--- src/rtl/mips_fetch_unit.sv ---
// MIPS32 instruction-fetch stage: keeps the fetch PC, issues word reads to a
// synchronous instruction memory and queues the responses in a prefetch FIFO.
module mips_fetch_unit #(
    parameter int              PC_W       = 32,
    parameter int              DATA_W     = 32,
    parameter int              FIFO_DEPTH = 4,
    parameter logic [PC_W-1:0] RESET_PC   = '0
) (
    input  logic                          clk,
    input  logic                          rst,
    output logic                          imem_req,
    output logic [PC_W-1:0]               imem_addr,
    input  logic [DATA_W-1:0]             imem_rdata,
    input  logic                          redirect_valid,
    input  logic [PC_W-1:0]               redirect_pc,
    input  logic                          halt,
    output logic                          out_valid,
    input  logic                          out_ready,
    output logic [DATA_W-1:0]             out_instr,
    output logic [PC_W-1:0]               out_pc,
    output logic [PC_W-1:0]               out_npc,
    output logic [$clog2(FIFO_DEPTH):0]   fifo_count
);

    localparam int PTR_W = $clog2(FIFO_DEPTH);
    localparam int CNT_W = PTR_W + 1;

    logic [PC_W-1:0]   fetch_pc_q, fetch_pc_d;
    logic [PC_W-1:0]   req_pc_q, req_pc_d;
    logic              inflight_q, inflight_d;
    logic              stale_q, stale_d;
    logic [PTR_W-1:0]  rd_ptr_q, rd_ptr_d;
    logic [PTR_W-1:0]  wr_ptr_q, wr_ptr_d;
    logic [CNT_W-1:0]  count_q, count_d;
    logic [DATA_W-1:0] instr_q [FIFO_DEPTH];
    logic [DATA_W-1:0] instr_d [FIFO_DEPTH];
    logic [PC_W-1:0]   pc_q    [FIFO_DEPTH];
    logic [PC_W-1:0]   pc_d    [FIFO_DEPTH];
    logic [PC_W-1:0]   npc_q   [FIFO_DEPTH];
    logic [PC_W-1:0]   npc_d   [FIFO_DEPTH];

    logic [CNT_W:0]    credit;
    logic              issue_ok;
    logic              push;
    logic              pop;

    // Credits count both queued entries and the one response still in flight,
    // so a push can never find the FIFO full.
    assign credit     = {1'b0, count_q} + (CNT_W+1)'(inflight_q);
    assign issue_ok   = credit < (CNT_W+1)'(FIFO_DEPTH);
    assign imem_req   = !rst && !halt && !redirect_valid && issue_ok;
    assign imem_addr  = fetch_pc_q;

    assign out_valid  = (count_q != '0);
    assign out_instr  = instr_q[rd_ptr_q];
    assign out_pc     = pc_q[rd_ptr_q];
    assign out_npc    = npc_q[rd_ptr_q];
    assign fifo_count = count_q;

    assign pop  = out_valid && out_ready;
    assign push = inflight_q && !stale_q && !redirect_valid;

    always_comb begin
        fetch_pc_d = fetch_pc_q;
        req_pc_d   = req_pc_q;
        inflight_d = imem_req;
        stale_d    = stale_q;
        rd_ptr_d   = rd_ptr_q;
        wr_ptr_d   = wr_ptr_q;
        count_d    = count_q;
        instr_d    = instr_q;
        pc_d       = pc_q;
        npc_d      = npc_q;

        if (imem_req) begin
            fetch_pc_d = fetch_pc_q + PC_W'(1);
            req_pc_d   = fetch_pc_q;
        end

        if (inflight_q) begin
            stale_d = 1'b0;
        end

        if (push) begin
            instr_d[wr_ptr_q] = imem_rdata;
            pc_d[wr_ptr_q]    = req_pc_q;
            npc_d[wr_ptr_q]   = req_pc_q + PC_W'(1);
            wr_ptr_d          = wr_ptr_q + PTR_W'(1);
        end

        if (pop) begin
            rd_ptr_d = rd_ptr_q + PTR_W'(1);
        end

        case ({push, pop})
            2'b10:   count_d = count_q + CNT_W'(1);
            2'b01:   count_d = count_q - CNT_W'(1);
            default: count_d = count_q;
        endcase

        // A handshake in this cycle still completes; the flush applies after it.
        if (redirect_valid) begin
            fetch_pc_d = redirect_pc;
            stale_d    = imem_req;
            count_d    = '0;
            rd_ptr_d   = wr_ptr_q;
            wr_ptr_d   = wr_ptr_q;
        end
    end

    always_ff @(posedge clk or posedge rst) begin
        if (rst) begin
            fetch_pc_q <= RESET_PC;
            req_pc_q   <= '0;
            inflight_q <= 1'b0;
            stale_q    <= 1'b0;
            rd_ptr_q   <= '0;
            wr_ptr_q   <= '0;
            count_q    <= '0;
            for (int i = 0; i < FIFO_DEPTH; i++) begin
                instr_q[i] <= '0;
                pc_q[i]    <= '0;
                npc_q[i]   <= '0;
            end
        end else begin
            fetch_pc_q <= fetch_pc_d;
            req_pc_q   <= req_pc_d;
            inflight_q <= inflight_d;
            stale_q    <= stale_d;
            rd_ptr_q   <= rd_ptr_d;
            wr_ptr_q   <= wr_ptr_d;
            count_q    <= count_d;
            for (int i = 0; i < FIFO_DEPTH; i++) begin
                instr_q[i] <= instr_d[i];
                pc_q[i]    <= pc_d[i];
                npc_q[i]   <= npc_d[i];
            end
        end
    end

endmodule

--- config.mk ---
export PLATFORM = sky130hd
export DESIGN_NAME = mips_fetch_unit
export DESIGN_NICKNAME = d
export VERILOG_FILES = /design/src/rtl/mips_fetch_unit.sv
export SDC_FILE = /design/constraint.sdc
export NUM_CORES = 1
export LEC_CHECK = 0
export ABC_CLOCK_PERIOD_IN_PS = 21000
export CORE_UTILIZATION = 45
export DETAILED_ROUTE_END_ITERATION = 7
export PLACE_DENSITY = 0.65
export SYNTH_ARGS = -nofsm -noshare
export SYNTH_HDL_FRONTEND = slang
export SYNTH_SLANG_ARGS = --single-unit
--- constraint.sdc ---
create_clock -name clk -period 21 [get_ports clk]
set_input_delay 4.2 -clock clk [delete_from_list [all_inputs] [get_ports clk]]
set_output_delay 4.2 -clock clk [all_outputs]
set_load 0.01 [all_outputs]
## Word-level counts from Yosys, hierarchy flattened

Index checks and enable logic that the tools add are counted.

| storage, ports and cells | value |
|---|---|
| flip-flop bits (word level) | 457 |
| input port bits | 69 |
| word-level logic and storage cells | 74 |
| output and inout port bits | 133 |

| cells by class | value |
|---|---|
| reduce and logical (&&, ||, !) cells | 17 |
| bitwise operators | 3 |
| add/subtract/negate cells | 7 |
| mux-type cells | 22 |
| order comparisons | 4 |
| eq/ne operators | 2 |

Operators with widths:

| operator | number |
|---|---|
| bitwise mux 128 bit | 3 |
| two-way mux 32 bit | 9 |
| binary-select mux 32 bit (select 2 bit) | 3 |
| adder 32 x 1 -> 32 bit (second input constant) | 2 |
| demux 32 bit (select 2 bit) | 1 |
| logical AND 1 bit | 7 |
| greater-or-equal comparator 3 bit (second input constant) | 2 |
| NOT 2 -> 3 bit | 2 |
| case mux 3 bit (2 select lines) | 1 |
| nonzero test 2 bit | 3 |
| nonzero test 3 bit | 2 |
| adder 2 x 1 -> 2 bit (second input constant) | 2 |
| adder 3 x 1 -> 4 bit | 1 |
| logical NOT 1 bit | 4 |
| less-than comparator 4 x 3 -> 1 bit (second input constant) | 1 |
| two-way mux 2 bit | 2 |
| adder 3 x 1 -> 3 bit (second input constant) | 1 |
| less-than comparator 3 x 1 -> 1 bit (second input constant) | 1 |
| two-way mux 3 bit | 1 |
| subtractor 3 x 1 -> 3 bit (second input constant) | 1 |
| == test 2 x 1 -> 1 bit (second input constant) | 1 |
| == test 2 bit (second input constant) | 1 |
| two-way mux 1 bit | 2 |
| AND reduction 2 bit | 1 |
| NOT 1 bit | 1 |

## Longest topological paths before layout

| logic depth | value |
|---|---|
| word-level depth | 6 |
| mapped depth | 10 |
| depth with buffers taken out | 8 |

## Least setup slack after synthesis

Ideal clock, no wire load.

| path | value |
|---|---|
| path kind | input to output |
| from | in redirect_valid |
| to | out imem_req |
| stages | 6 |
| arrival time | 5503 ps |
| setup slack | 11297 ps |
| cells stage by stage | buf_6 or4_1 a31o_2 clkinv_4 buf_4 buf_2 |

| on the way | value |
|---|---|
| cells in the longest elaborated chain, start to end | 3 |

RTL lines:

| element | line | source |
|---|---|---|
| start: declaration | 14 | `input logic redirect_valid,` |
| logical NOT 1 bit | 51 | `assign imem_req = !rst && !halt && !redirect_valid && issue_ok;` |
| logical AND 1 bit (2 in a row) | 51 |  |
| end: declaration | 11 | `output logic imem_req,` |

No other way between the ends.

## Worst setup path after layout

Ends and elaborated chain as after synthesis.

==> Implementation_results.wiki <==
{| class="wikitable"
! Metric !! Value
|-
| Post-detailed-route DRC marker count || 0
|-
| I/O pin count || 202
|-
| Worst reg2reg setup slack || 17.74 ns
|-
| GRT Util Overall || 24.3%
|-
| Number of synthesized flops with an enable pin || 0
|-
| Area Growth Syn to Fin || 19.0%
|-
| CTS tree || done
|-
| Power, Total || roughly 3.4 mW
|-
| Slew at the pin closest to its max-slew limit || 1.07 ns
|-
| Minimum period implied by the final worst setup slack || between 10 and 15 ns
|-
| Startpoint of the worst register-to-register path || inflight_q$_DFF_PP0_
|-
| Total of max-cap violations || 0
|-
| #FFs+latches synth || 457
|-
| Layout Cells excl Fill || 2866
|-
| X dimension of the die || between 200 and 250 um
|-
| Worst-path maximum fanout || 59
|-
| Ordered cell list for the critical path || clkdlybuf4s50_1 > buf_4 > or4_1 > a31o_2 > buf_4 > clkinv_4 > clkdlybuf4s50_1
|-
| Vias/cell || 5.45
|-
| Number of buffers inserted to repair setup after CTS || 0
|-
| Clock Pin Slew Worst Setup and Hold Paths || 0.06 ns
|-
| Required time worst endpoint || ~17 ns
|-
| Congestion Overflow GR || 0
|-
| Maximum number of pins on one net before global-route repair || about 170
|-
| Final period utilization || 53.3%
|-
| Top Metal Used || met4
|-
| Hold Path Origin || pc_q[4]$_DFFE_PP0P_
|-
| Metal-1 WL || between 20000 and 25000 um
|-
| Number of buffers inserted for hold repair after clock tree synthesis || 0
|-
| Total Negative Setup Slacks || 0 ns
|-
| Part of the Yosys area used for sequential elements || 55.8%
|-
| Power Density || between 100 and 150 nW/um^2
|-
| Area enclosed by the die boundary || approximately 46000 um^2
|-
| Number of global-route vias before repair || 16000
|-
| Kind of start point of the critical path || primary input
|-
| Site Rows || 77
|-
| List of most frequent post-synthesis cells || 1046 x nand2_1, 457 x dfrtp_1, 145 x o21ai_0
|-
| Worst Skew || just over 0.007 ns
|-
| Run status || finished, final reports clean
|-
| Leakage power of the design || ~12 nW
|-
| Mapped Cells || 2125
|-
| Initial drt markers || roughly 1200
|-
| Setup Crit Path Kind || primary input to output port
|-
| Leading post-synthesis cells by cell area || dfrtp_1 56%, nand2_1 19%, mux4_2 11%
|-
| Height of the chip || around 220 um
|-
| Peak supply drop || ~0.000074 V
|-
| FF-to-FF End || npc_q[112]$_DFFE_PP0P_
|-
| Mean routed wirelength per cell || 19.1 um
|-
| Kind of end point of the critical path || output port
|-
| DRT antenna net count || 0
|-
| Number of buffers created by CTS || 48
|-
| Average cell area after synthesis || about 9.6 um^2
|-
| Unique masters post-synth || 51
|-
| Number of sinks driven by the clock tree || ~460
|-
| Finish-stage setup viols || 0
|-
| Via Count || 15600
|-
| Post-synth top flop || dfrtp_1
|-
| Setup repair after global routing missed its margin || false
|-
| Fin. Hold Viols || 0
|-
| Clock Latency Late Sink || 0.57 ns
|-
| Clock tree root driver cell || clkbuf_16
|-
| Data arrival time of the critical path || 7.00 ns
|-
| Top delay family on crit path || buffers and inverters
|-
| Buf+Inv Stages, Crit Path || 5
|-
| Met3 wirelength from detailed routing || 3330 um
|-
| # nets final || 2314
|-
| Syn Nets || 2201
|-
| Largest area contributor in the netlist || dfrtp_1
|-
| Total Wirelength || 54800 um
|-
| Half-perimeter wire length after detailed placement || approximately 32000 um
|-
| Input/output buffers || 201
|-
| Area share of the leading cell type in the synthesized netlist || around 56%
|-
| Asr flop ratio synth || 100%
|-
| Synth Warn # || 0
|-
| Delay of the slowest critical-path stage || 0.62 ns
|-
| Number of optimization iterations in the first detailed-route pass || 5
|-
| Most used standard cell by instance count after synthesis || nand2_1
|-
| Count of cells along the worst register-to-register path || 6
|-
| Slew Viols, Final || 0
|-
| Achievable clock frequency || about 90 MHz
|-
| Cells resized by post-CTS repair || 0
|-
| Library cell contributing the largest single delay on the critical path || clkdlybuf4s50_1
|-
| Cell depth of the worst hold path || 2
|-
| Worst Hold Class || flop to flop
|-
| Met2 WL post-DR || 26100 um
|-
| Fraction of layout instances using a drive strength above 1 || 9.19%
|-
| Maximum buffer depth of the clock tree || 3
|-
| Hold EP || pc_q[4]$_DFFE_PP0P_
|-
| RD Place Congestion || 0.839
|-
| CORE AREA || 44600 um^2
|-
| Post-layout utilization of the core || between 50 and 60%
|-
| Global-route wire length before repair || 89000 um
|-
| Antenna Cells || 0
|-
| Post-Place Cells || between 2000 and 3000
|-
| Worst slew margin || 28.7%
|-
| Starting density of the core || 45.9%
|-
| Post-synthesis instance area || 20500 um^2
|-
| Initial antenna violation count || 0
|-
| H-tree depth reported by CTS || 2
|}
area by class of cell:
cell class | instances | area (um^2)
multi-input cells | 1505 | 8420
well taps | 592 | 741
repair buffers | 216 | 2140
clock inverters | 14 | 145
flip-flops and latches | 457 | 11400
clock buffers | 72 | 1440
inverters | 10 | 50.0
fillers | 3954 | 20200
worst reg2reg max path, delay by kind of cell (launching register included):
kind                   cells  cell delay (ns)
and+or+nand+nor            4             1.96
buffers and inverters      1             0.63
DFF                        1             0.38
AOI/OAI and AO/OA          1             0.11
cells by family after synthesis:
kind of cell / share of synthesized area, %
flip-flops: 55.8
buffers and inverters: 3.32
AO/OA/AOI/OAI: 5.45
XOR/XNOR: 1.58
AND/OR/NAND/NOR: 22.8
adder cells (fa/ha/maj): 0.464
multiplexers: 10.6
routing by layer:
| layer | global-route usage [%] | vias to the layer above |
|---|---|---|
| li1 | - | 7224 |
| met1 | 34.1 | 7792 |
| met2 | 38.9 | 513 |
| met3 | 3.68 | 81 |
| met4 | 7.80 | 0 |
| met5 | 0 | - |
how the worst max path moves through the flow:
stage	depth (start not counted)	slack, ns	start	to
after floorplan	1	4.06	rst	fifo_count[0]$_DFFE_PP0P_
after global placement	7	9.79	redirect_valid	imem_req
after detailed placement	7	9.83	redirect_valid	imem_req
after CTS	7	9.81	redirect_valid	imem_req
after global routing	7	9.64	redirect_valid	imem_req
final	7	9.80	redirect_valid	imem_req
report_power, final:
group | internal [mW] | switching [mW]
registers | 1.20 | 0.264
clock network | 0.509 | 0.347
logic | 0.594 | 0.512
flip-flops by register name, indices dropped and copies added (netlist names), 2 cells and up:
signal,cells
fifo_count,3
npc_q,128
imem_addr,32
pc_q,128
instr_q,128
wr_ptr_q,2
rd_ptr_q,2
req_pc_q,32
metrics by stage:
step / setup slack, ns / cell area [um^2] / hold slack [ns]
2_1_floorplan: 4.06 / 20500 / 0.423
3_3_place_gp: 9.79 / 22800 / 0.452
3_5_place_dp: 9.83 / 22800 / 0.457
4_1_cts: 9.81 / 24400 / 0.472
5_1_grt: 9.64 / 24400 / 0.484
6_report: 9.80 / 24400 / 0.470
layout by cell type (no fill, tap or decap), types with 3 or more instances in the layout:
cell type and instances:
a21o_1 4, a21oi_1 4, a22oi_1 3, a31oi_1 4, a32oi_1 3, and3_1 6, and3_2 4, and4_1 4
buf_4 14, bufinv_16 3, clkbuf_1 10, clkbuf_16 49, clkbuf_8 13, clkdlybuf4s50_1 201, clkinv_2 11, dfrtp_1 455
ha_1 6, inv_1 8, mux4_2 96, nand2_1 1042, nand3_1 30, nand4_1 25, nor2_1 23, nor3_1 10
nor4_4 3, o211ai_1 13, o21ai_0 145, o311ai_0 5, o311ai_1 4, or3_1 5, xnor2_1 14, xor2_1 23
Note: power is estimated with default switching activity, not from simulation.
